<file path="src/rtl/dm_sba_tlul.sv">
`default_nettype none
// ============================================================================
// Module   : dm_sba_tlul (with the tlul_pkg bus types it uses)
// Brief    : Debug-module System Bus Access engine that turns sbaddress/sbdata
//            CSR events into single-beat TL-UL host transactions.
//            Optional response watchdog: define DM_SBA_TIMEOUT_EN.
// Revision : 1.0 - initial release
// ============================================================================

package tlul_pkg;
    parameter int unsigned TL_AW  = 64;
    parameter int unsigned TL_DW  = 64;
    parameter int unsigned TL_DBW = TL_DW / 8;

    localparam logic [2:0] PutFullData    = 3'h0;
    localparam logic [2:0] PutPartialData = 3'h1;
    localparam logic [2:0] Get            = 3'h4;

    typedef struct packed {
        logic              a_valid;
        logic [2:0]        a_opcode;
        logic [2:0]        a_param;
        logic [2:0]        a_size;
        logic [7:0]        a_source;
        logic [TL_AW-1:0]  a_address;
        logic [TL_DBW-1:0] a_mask;
        logic [TL_DW-1:0]  a_data;
        logic              d_ready;
    } tl_h2d_t;

    typedef struct packed {
        logic              d_valid;
        logic [2:0]        d_opcode;
        logic [2:0]        d_param;
        logic [2:0]        d_size;
        logic [7:0]        d_source;
        logic              d_sink;
        logic [TL_DW-1:0]  d_data;
        logic              d_error;
        logic              a_ready;
    } tl_d2h_t;
endpackage

module dm_sba_tlul #(
    parameter int unsigned BusWidth      = 32,
    parameter logic [7:0]  SourceId      = 8'd0,
    parameter int unsigned TimeoutCycles = 1024
) (
    input  logic                 clk_i,
    input  logic                 rst_ni,
    input  logic                 dmactive_i,
    input  logic [BusWidth-1:0]  sbaddress_i,
    output logic [BusWidth-1:0]  sbaddress_o,
    input  logic                 sbaddress_write_valid_i,
    input  logic                 sbreadonaddr_i,
    input  logic                 sbautoincrement_i,
    input  logic [2:0]           sbaccess_i,
    input  logic                 sbreadondata_i,
    input  logic [BusWidth-1:0]  sbdata_i,
    input  logic                 sbdata_read_valid_i,
    input  logic                 sbdata_write_valid_i,
    output logic [BusWidth-1:0]  sbdata_o,
    output logic                 sbdata_valid_o,
    output logic                 sbbusy_o,
    output logic                 sberror_valid_o,
    output logic [2:0]           sberror_o,
    output tlul_pkg::tl_h2d_t    tl_h_o,
    input  tlul_pkg::tl_d2h_t    tl_h_i
);

    localparam int unsigned c_bytes   = BusWidth / 8;
    localparam int unsigned c_offw    = $clog2(c_bytes);
    localparam logic [2:0]  c_maxsize = 3'(c_offw);

`ifdef DM_SBA_TIMEOUT_EN
    localparam int unsigned         c_wdogw     = $clog2(TimeoutCycles + 1);
    // Counter is 0 on the first WAIT cycle, so firing at limit-2 lands the pulse TimeoutCycles after the handshake.
    localparam logic [c_wdogw-1:0]  c_wdog_last = c_wdogw'(TimeoutCycles - 2);
    logic [c_wdogw-1:0]             r_wdog;
`else
    localparam int unsigned         c_unused_timeout = TimeoutCycles;
`endif

    typedef enum logic [1:0] {S_IDLE, S_REQ, S_WAIT, S_DRAIN} state_e;

    state_e              r_state;
    logic [BusWidth-1:0] r_sbaddress, r_sbdata, r_a_addr, r_a_data;
    logic                r_sbdata_valid, r_sberror_valid, r_a_valid;
    logic [2:0]          r_sberror, r_a_opcode, r_a_size;
    logic [c_bytes-1:0]  r_a_mask;

    logic                w_idle, w_ev_addr, w_ev_wr, w_ev_rd, w_launch, w_is_write;
    logic                w_size_err, w_align_err, w_unused_rsp;
    logic [BusWidth-1:0] w_addr, w_wdata, w_d_data, w_rshift, w_rdata;
    logic [15:0]         w_lanes;
    logic [c_bytes-1:0]  w_mask;

    // Events are only honoured when idle; address write outranks data write, which outranks data read.
    assign w_idle      = (r_state == S_IDLE) && dmactive_i;
    assign w_ev_addr   = w_idle && sbaddress_write_valid_i;
    assign w_ev_wr     = w_idle && sbdata_write_valid_i;
    assign w_ev_rd     = w_idle && sbdata_read_valid_i && sbreadondata_i;
    assign w_launch    = w_ev_addr ? sbreadonaddr_i : (w_ev_wr || w_ev_rd);
    assign w_is_write  = !w_ev_addr && w_ev_wr;
    assign w_addr      = w_ev_addr ? sbaddress_i : r_sbaddress;
    assign w_size_err  = sbaccess_i > c_maxsize;
    assign w_align_err = (w_addr & ((BusWidth'(1) << sbaccess_i) - BusWidth'(1))) != '0;
    assign w_lanes     = (16'd1 << (5'd1 << sbaccess_i[1:0])) - 16'd1;
    assign w_mask      = c_bytes'(w_lanes << w_addr[c_offw-1:0]);

    always_comb begin
        w_wdata = sbdata_i;
        case (sbaccess_i[1:0])
            2'd0:    w_wdata = {c_bytes{sbdata_i[7:0]}};
            2'd1:    w_wdata = {(c_bytes / 2){sbdata_i[15:0]}};
            2'd2:    w_wdata = {(c_bytes / 4){sbdata_i[31:0]}};
            default: w_wdata = sbdata_i;
        endcase
    end

    assign w_d_data = tl_h_i.d_data[BusWidth-1:0];
    assign w_rshift = w_d_data >> {r_a_addr[c_offw-1:0], 3'b000};

    always_comb begin
        w_rdata = w_rshift;
        case (r_a_size[1:0])
            2'd0:    w_rdata = BusWidth'(w_rshift[7:0]);
            2'd1:    w_rdata = BusWidth'(w_rshift[15:0]);
            2'd2:    w_rdata = BusWidth'(w_rshift[31:0]);
            default: w_rdata = w_rshift;
        endcase
    end

    assign w_unused_rsp = ^{tl_h_i.d_opcode, tl_h_i.d_param, tl_h_i.d_size,
                            tl_h_i.d_source, tl_h_i.d_sink, tl_h_i.d_data};

    always_ff @(posedge clk_i or negedge rst_ni) begin
        if (!rst_ni) begin
            r_state         <= S_IDLE;
            r_sbaddress     <= '0;
            r_sbdata        <= '0;
            r_sbdata_valid  <= 1'b0;
            r_sberror_valid <= 1'b0;
            r_sberror       <= 3'd0;
            r_a_valid       <= 1'b0;
            r_a_opcode      <= tlul_pkg::Get;
            r_a_size        <= 3'd0;
            r_a_addr        <= '0;
            r_a_mask        <= '0;
            r_a_data        <= '0;
`ifdef DM_SBA_TIMEOUT_EN
            r_wdog          <= '0;
`endif
        end else begin
            r_sbdata_valid  <= 1'b0;
            r_sberror_valid <= 1'b0;
            case (r_state)
                S_IDLE: begin
                    if (w_ev_addr) r_sbaddress <= sbaddress_i;
                    if (w_launch) begin
                        if (w_size_err) begin
                            r_sberror_valid <= 1'b1;
                            r_sberror       <= 3'd4;
                        end else if (w_align_err) begin
                            r_sberror_valid <= 1'b1;
                            r_sberror       <= 3'd3;
                        end else begin
                            r_state    <= S_REQ;
                            r_a_valid  <= 1'b1;
                            r_a_opcode <= !w_is_write ? tlul_pkg::Get :
                                          (sbaccess_i == c_maxsize) ? tlul_pkg::PutFullData :
                                                                      tlul_pkg::PutPartialData;
                            r_a_size   <= sbaccess_i;
                            r_a_addr   <= w_addr;
                            r_a_mask   <= w_mask;
                            r_a_data   <= w_is_write ? w_wdata : '0;
                        end
                    end
                end
                S_REQ: begin
                    if (!dmactive_i) begin
                        r_a_valid <= 1'b0;
                        r_state   <= S_IDLE;
                    end else if (tl_h_i.a_ready) begin
                        r_a_valid <= 1'b0;
                        r_state   <= S_WAIT;
`ifdef DM_SBA_TIMEOUT_EN
                        r_wdog    <= '0;
`endif
                    end
                end
                S_WAIT: begin
                    if (!dmactive_i) begin
                        r_state <= tl_h_i.d_valid ? S_IDLE : S_DRAIN;
                    end else if (tl_h_i.d_valid) begin
                        r_state <= S_IDLE;
                        if (tl_h_i.d_error) begin
                            r_sberror_valid <= 1'b1;
                            r_sberror       <= 3'd2;
                        end else begin
                            if (r_a_opcode == tlul_pkg::Get) begin
                                r_sbdata       <= w_rdata;
                                r_sbdata_valid <= 1'b1;
                            end
                            if (sbautoincrement_i)
                                r_sbaddress <= r_sbaddress + (BusWidth'(1) << r_a_size);
                        end
                    end
`ifdef DM_SBA_TIMEOUT_EN
                    else if (r_wdog == c_wdog_last) begin
                        r_sberror_valid <= 1'b1;
                        r_sberror       <= 3'd1;
                        r_state         <= S_DRAIN;
                    end else begin
                        r_wdog <= r_wdog + 1'b1;
                    end
`endif
                end
                S_DRAIN: begin
                    if (tl_h_i.d_valid) r_state <= S_IDLE;
                end
                default: r_state <= S_IDLE;
            endcase
        end
    end

    always_comb begin
        tl_h_o                          = '0;
        tl_h_o.a_valid                  = r_a_valid;
        tl_h_o.a_opcode                 = r_a_opcode;
        tl_h_o.a_size                   = r_a_size;
        tl_h_o.a_source                 = SourceId;
        tl_h_o.a_address[BusWidth-1:0]  = r_a_addr;
        tl_h_o.a_mask[c_bytes-1:0]      = r_a_mask;
        tl_h_o.a_data[BusWidth-1:0]     = r_a_data;
        tl_h_o.d_ready                  = 1'b1;
    end

    assign sbaddress_o     = r_sbaddress;
    assign sbdata_o        = r_sbdata;
    assign sbdata_valid_o  = r_sbdata_valid;
    assign sberror_valid_o = r_sberror_valid;
    assign sberror_o       = r_sberror;
    assign sbbusy_o        = (r_state != S_IDLE);

endmodule
`default_nettype wire

</file>
<file path="config.mk">
export PLATFORM = sky130hd
export DESIGN_NAME = dm_sba_tlul
export DESIGN_NICKNAME = d
export VERILOG_FILES = /design/src/rtl/dm_sba_tlul.sv
export SDC_FILE = /design/constraint.sdc
export NUM_CORES = 1
export LEC_CHECK = 0
export BUFFER_PORTS_ARGS = -buffer_cell sky130_fd_sc_hd__buf_2
export CORE_MARGIN = 3
export CORE_UTILIZATION = 29
export CTS_CLUSTER_DIAMETER = 150
export DETAILED_ROUTE_END_ITERATION = 8
export GPL_ROUTABILITY_DRIVEN = 0
export GPL_TIMING_DRIVEN = 0
export PLACE_DENSITY = 0.6
export SYNTH_ARGS = -nofsm -noshare
export SYNTH_HDL_FRONTEND = slang
export SYNTH_SLANG_ARGS = --single-unit
</file>
<file path="constraint.sdc">
create_clock -name clk_i -period 2.5 [get_ports clk_i]
set_input_delay 0.25 -clock clk_i [delete_from_list [all_inputs] [get_ports clk_i]]
set_output_delay 0.25 -clock clk_i [all_outputs]
set_load 0.01 [all_outputs]
</file>
==> results.yml, run 1 <==
status:
  run_status: "finished with violations"
  violations: "setup timing"
drt:
  met2_length_um: 15830
  drt_iter0_markers: 655
  wirelength_um: 33250
  route.antenna.remaining_nets: 0
  avgViaCountPerCell: 4.948
  highest_signal_layer_in_the_routed_design: "met5"
  drt-wirelength-per-cell_um: 18.76
  total_met3_wirelength_after_detailed_routing_um: 2328
  firstDrtPassIters: 7
  drc_errors: 0
  dr_total_vias: 8767
  wl_met1_um: 14150
power:
  power.share.sequential_pct: 32.7
  power_frac_comb_pct: 39.0
  power.internal_mw: 6.591
  sw_frac_of_total_pct: 36.14
  total_switching_power_mw: 3.730
  pwr_dens_nw_per_um2: 819.6
  max-vdd-ir-drop_uv: 421.2
  clkPwrFrac_pct: 28.3
  report.power.total_mw: 10.32
  leakage_nw: 6.562
floorplanning:
  core_area_um2: 30030
  die_y_um: 181.7
  ioPinCount: 386
  rows: 63
  die_width_um: 181.7
  initial_core_util_pct: 29.82
  die_area_um2: 33030
yosys:
  yosys_warnings: 0
  area_contributors_post_synth: "dfrtp_1 (40%), mux2i_1 (7.0%), buf_4 (6.9%)"
  synth_cells: 987
  synth.top_cells.by_count: "nand2_1 (157), dfrtp_1 (144), buf_4 (82)"
  yosys_most_used_dff: "dfrtp_1"
  synth_enable_flop_cells: 0
  synth_cell_type_count: 61
  synth_most_common_cell: "nand2_1"
  synth.top_cell.area_share_pct: 40.23
  yosys.area.top_type: "dfrtp_1"
  synth_seq_cells: 145
  post_synth_instance_area_um2: 8956
  postSynthAreaPerCell_um2: 9.074
  yosysSeqAreaShare_pct: 40.53
  postSynth.asyncResetShare_pct: 100.0
placement:
  placement.cell_area_um2: 11120
  io_buffer_count: 252
  dp_hpwl_um: 24710
  preCtsSetupSlack_ns: -0.6417
global_routing:
  grt_use_total_pct: 19.03
  grt_first_pass_wirelength_um: 49550
  number_of_antenna_violations_at_the_first_check_in_global_routing: 3
  grt-ovfl-total: 0
  pin_count_of_the_biggest_net_entering_global_routing: 94
  first_global_vias: 8347
cts:
  numClockSinks: 145
  tritoncts.num_buffers: 17
  post_cts_clock_slew_at_the_launch_and_capture_registers_of_the_worst_setup_and_hold_paths_ns: 0.07
  maximum_buffer_depth_of_the_clock_tree: 2
  tritoncts_clock_tree: "built"
  clock_latency_ns: 0.44
  cts-root-buf: "clkbuf_16"
  h-tree-depth: 4
worst_setup_path:
  required_ns: 2.82
  r2r_slack_ns: -0.35
  cp-start-kind: "flop"
  highest_fanout_seen_on_the_critical_path: 10
  setup.worst_path.end_class: "flop"
  crit_arrival_ns: 3.17
  worst-setup-path-type: "flop to flop"
timing:
  period_minus_slack_ns: 2.853
  relSlewSlack_pct: 44.00
  layout_setup_ws_ns: -0.3529
  setup_violations: 84
  grt_setup_unrepaired: "yes"
  finalHoldViolCount: 0
  hold-worst-slack_ns: 0.07509
  period_share_pct: 114.1
  max_clock_freq_ghz: 0.3505
  slew_viol_final: 0
  worstMarginPinSlew_ns: 0.8312
  finClkSkew_ns: 0.01020
finish:
  final_core_utilization_pct: 41.93
  fillCellCount: 2985
  syn_to_final_growth_pct: 40.60
  finish.net_count: 1541
  drive_gt1_share_pct: 38.09
  final_design_area_no_fill_um2: 12590
worst_hold_path:
  worstHoldPathType: "primary input to flop"
flow_run:
  drv.max_cap_violation_count: 0
placed cells by master, fill, tap and decap left out, types with 5 or more instances in the layout:
master and instances:
buf_2 251, nand2_1 157, dfrtp_1 142, buf_4 108, conb_1 81, mux2i_1 61
a21oi_1 56, nor2_1 53, o21ai_0 39, mux2_2 35, clkbuf_1 32, mux2_1 22
o22ai_1 21, clkbuf_16 21, inv_1 19, mux2_4 15, nor2b_1 14, nor3_1 14
nand4_1 14, a211oi_1 12, clkbuf_2 11, nor4_1 11, and3_1 10, nand3_1 10
o31ai_1 9, a21oi_2 8, a22o_1 8, clkbuf_8 7, buf_12 7, a31oi_1 6
nand2b_1 5, ha_1 5, bufinv_16 5, buf_6 5
final timing paths:
path / startpoint / cells after the start / to
min in group asynchronous: rst_ni / 2 / sbdata_o[24]
max reg2reg: sbaddress_o[14] / 10 / r_a_addr[9]
min reg2reg: r_a_addr[12] / 1 / r_a_addr[12]
min: tl_h_i[30] / 3 / sbdata_o[28]
max: sbaddress_o[14] / 10 / r_a_addr[9]
max in group asynchronous: rst_ni / 3 / r_a_size[2]
registers in the layout, summed over array words and instances, names as in the netlist, 3 cells and up:
name and count:
r_a_size 3, r_a_data 32, sbdata_o 32, sberror_o 3, r_a_mask 4, sbaddress_o 32, r_a_addr 32
power groups by stage:
stage	logic, mW	registers [mW]	clock network (mW)
2_1_floorplan	1.90	3.56	0
3_5_place_dp	3.55	3.37	0
4_1_cts	3.77	3.34	2.96
3_3_place_gp	3.49	3.35	0
6_report	4.02	3.38	2.92
5_1_grt	4.40	3.47	3.06
layer usage:
metal / vias up / global-route usage, %
met2: 350 / 30.81
li1: 4109 / -
met3: 67 / 4.407
met1: 4237 / 25.14
met4: 4 / 6.277
met5: - / 0
per-stage QoR:
| stage | instances | TNS (ns) |
|---|---|---|
| 2_1_floorplan | 1066 | -3.087 |
| 3_3_place_gp | 1708 | -215.84 |
| 3_5_place_dp | 1709 | -56.75 |
| 4_1_cts | 1763 | -13.75 |
| 5_1_grt | 1772 | -25.82 |
| 6_report | 1772 | -22.93 |
logic make-up (layout without fill, tap and decap cells):
kind of cell,count (synthesis),after routing,share of synthesized area (%)
xor gates and xnor gates,3,3,0.2934
muxes,135,135,16.09
adders and majority gates,11,11,1.621
DFF,145,145,40.53
buffers and inverters,168,483,10.85
AOI/OAI and AO/OA,196,196,13.36
other,2,82,0.08385
and+or+nand+nor,327,327,17.17
cell type report:
cell class	instances	area, um2	share of cell area, %
clock inverters	9	177.7	1.411
inverters	21	78.83	0.6260
flip-flops and latches	145	3632	28.85
well taps	390	488.0	3.875
plain buffers	142	1020	8.098
multi-input cells	753	5015	39.83
clock buffers	22	484.2	3.845
diodes	1	2.502	0.01987
repair buffers	289	1694	13.45
worst max-delay path, cell delays in order, from the launching register on:
cell and delay, ns:
dfrtp_1 0.38, clkbuf_1 0.23, nor4_1 0.57, and3_1 0.27
a21oi_1 0.08, a211oi_1 0.28, nand4b_1 0.15, buf_6 0.16
buf_12 0.15, clkbuf_16 0.17, mux2_4 0.29
what timing repair did:
| item | 4_1_cts | 5_1_grt |
|---|---|---|
| hold buffers | 1 | 0 |
| cloned | 3 | 3 |
| setup endpoints to repair | 136 | 142 |
| resized for setup | 55 | 55 |
| setup buffers | 19 | 10 |
| pin swaps | 18 | 28 |
| hold endpoints to repair | 52 | 0 |
Note: power is estimated with default switching activity, not from simulation.
==> run 2: changes to the inputs <==
CTS_BUF_LIST = sky130_fd_sc_hd__clkbuf_16   (was unset)
==> run 2 against run 1 <==
  * The flow still finishes with violations (setup timing)
  * Power is 1.7% lower
  * Sequential share of layout area grew 0.16 points
  * Clock power down 4%
  * Cell area down 0.57%
  * Via count decreased by 0.63%
  * First-iteration DRC count rose by 5.8%
  * Maximum frequency rose by 0.75%
  * Routed wire length down 0.72%
  * Critical path type unchanged
  * Largest cell class unchanged
  * Highest routed layer unchanged
==> results.yml, run 2 (synthesis gave the netlist of run 1 again) <==
worst_setup_path:
  cpPeakStageDelay_ns: 0.55
  crit_family: "simple AND/OR/NAND/NOR gates"
  timing.rr.end: "r_a_addr[9]"
  crit_arrival_ns: 3.15
  reg2reg_from: "sbaddress_o[14]"
  highest_fanout_seen_on_the_critical_path: 10
  setup.worst_path.end_class: "flop"
  timing.critical_path.from: "sbaddress_o[14]"
  cp-start-kind: "flop"
  critPathCapture: "r_a_addr[9]"
  critPathSlowestCell: "nor4_1"
  cp_buf_inv_count: 4
  worst-setup-path-type: "flop to flop"
  r2r_slack_ns: -0.33
  required_ns: 2.82
  timing.critical_path.cells: "clkbuf_1 -> nor4_1 -> and3_1 -> a21oi_1 -> a211oi_1 -> nand4b_1 -> buf_6 -> buf_12 -> clkbuf_16 -> mux2_4"
  worstRegToRegCells: 10
  critical_path_depth: 10
placement:
  dp_hpwl_um: 24710
  io_buffer_count: 252
  preCtsSetupSlack_ns: -0.6417
  placement.cell_area_um2: 11120
timing:
  period_minus_slack_ns: 2.832
  period_share_pct: 113.3
  max_clock_freq_ghz: 0.3531
  layout_setup_ws_ns: -0.3317
  slew_viol_final: 0
  grt_setup_unrepaired: "yes"
  hold-worst-slack_ns: 0.07696
  finClkSkew_ns: 0.01189
  setup_violations: 83
  relSlewSlack_pct: 44.78
  finalHoldViolCount: 0
  worstMarginPinSlew_ns: 0.8197
finish:
  final_common_cell: "buf_2"
  final_core_utilization_pct: 41.69
  final_design_area_no_fill_um2: 12520
  finish.net_count: 1538
  leading_cell_types_in_the_layout_fill_and_taps_excluded: "buf_2 (251), nand2_1 (157), dfrtp_1 (142)"
  n_antenna_cell: 0
  syn_to_final_growth_pct: 39.80
  drive_gt1_share_pct: 37.66
floorplanning:
  die_y_um: 181.7
  ioPinCount: 386
  core_area_um2: 30030
  die_width_um: 181.7
  rows: 63
  die_area_um2: 33030
  initial_core_util_pct: 29.82
drt:
  firstDrtPassIters: 7
  avgViaCountPerCell: 4.928
  drt_iter0_markers: 693
  wirelength_um: 33010
  drt-wirelength-per-cell_um: 18.67
  dr_total_vias: 8712
  drc_errors: 0
  route.antenna.remaining_nets: 0
global_routing:
  grt-ovfl-total: 0
  pin_count_of_the_biggest_net_entering_global_routing: 94
  grt_first_pass_wirelength_um: 49510
  grt_use_total_pct: 19.01
  number_of_antenna_violations_at_the_first_check_in_global_routing: 2
  first_global_vias: 8347
cts:
  tritoncts.num_buffers: 17
  numClockSinks: 145
  cts-root-buf: "clkbuf_16"
  post_cts_clock_slew_at_the_launch_and_capture_registers_of_the_worst_setup_and_hold_paths_ns: 0.06
  clock_latency_ns: 0.44
  tritoncts_clock_tree: "built"
  maximum_buffer_depth_of_the_clock_tree: 2
  h-tree-depth: 4
power:
  max-vdd-ir-drop_uv: 420.5
  pwr_dens_nw_per_um2: 810.0
  leakage_nw: 6.520
flow_run:
  drv.max_cap_violation_count: 0
worst_hold_path:
  worstHoldPathType: "primary input to flop"
status:
  run_status: "finished with violations"
  violations: "setup timing"
run 2: worst reg2reg max path, cell delays in order (launching register included):
cell and delay, ns:
dfrtp_1 0.38, clkbuf_1 0.23, nor4_1 0.55, and3_1 0.27, a21oi_1 0.08, a211oi_1 0.29
nand4b_1 0.15, buf_6 0.16, buf_12 0.15, clkbuf_16 0.17, mux2_4 0.30
run 2: per-layer routing:
| layer | routed length, um | vias to the layer above | global-route usage [%] |
|---|---|---|---|
| met5 | 27 | - | 0 |
| met2 | 15690 | 332 | 30.75 |
| met1 | 14070 | 4211 | 25.10 |
| met4 | 930 | 4 | 6.459 |
| li1 | - | 4105 | - |
| met3 | 2285 | 60 | 4.347 |
run 2: per-stage QoR:
stage	power, mW	std cells	setup TNS, ns
after floorplan	5.457	1066	-3.087
after global placement	6.845	1708	-215.84
after detailed placement	6.925	1709	-56.75
after CTS	9.943	1763	-13.75
after global routing	10.75	1768	-25.87
final	10.14	1768	-21.27
run 2: power breakdown:
group | internal (mW) | leakage [nW] | switching [mW]
sequential | 2.90 | 1.85 | 0.475
combinational | 1.78 | 4.36 | 2.19
clock | 1.75 | 0.308 | 1.05
run 2: final cells by class:
cell class                 instances  area (um2)
buffer                           142        1020
clock buffer                      17       425.4
clock inverter                    14       196.4
fill                            2993       17510
inverter                          21       78.83
multi-input combinational        753        5009
sequential                       145        3632
tap                              390       488.0
timing repair buffer             286        1672
run 2: worst min-delay path by stage:
stage	startpoint	end	slack (ns)	cells past startpoint
floorplan	rst_ni	r_a_addr[0]	-0.05	0
global placement	sbdata_o[28]	sbdata_o[28]	0.46	2
detailed placement	rst_ni	sbdata_o[30]	0.24	1
CTS	tl_h_i[30]	sbdata_o[28]	0.06	3
global route	tl_h_i[30]	sbdata_o[28]	0.08	3
finish	tl_h_i[30]	sbdata_o[28]	0.08	3
run 2: repair_timing:
| item | CTS | global route |
|---|---|---|
| hold buffers | 1 | 0 |
| hold endpoints to repair | 52 | 0 |
| gates resized for setup | 54 | 57 |
| pin swaps | 18 | 29 |
| gates cloned | 3 | 3 |
| endpoints found under the setup margin | 136 | 142 |
| buffers inserted | 19 | 7 |
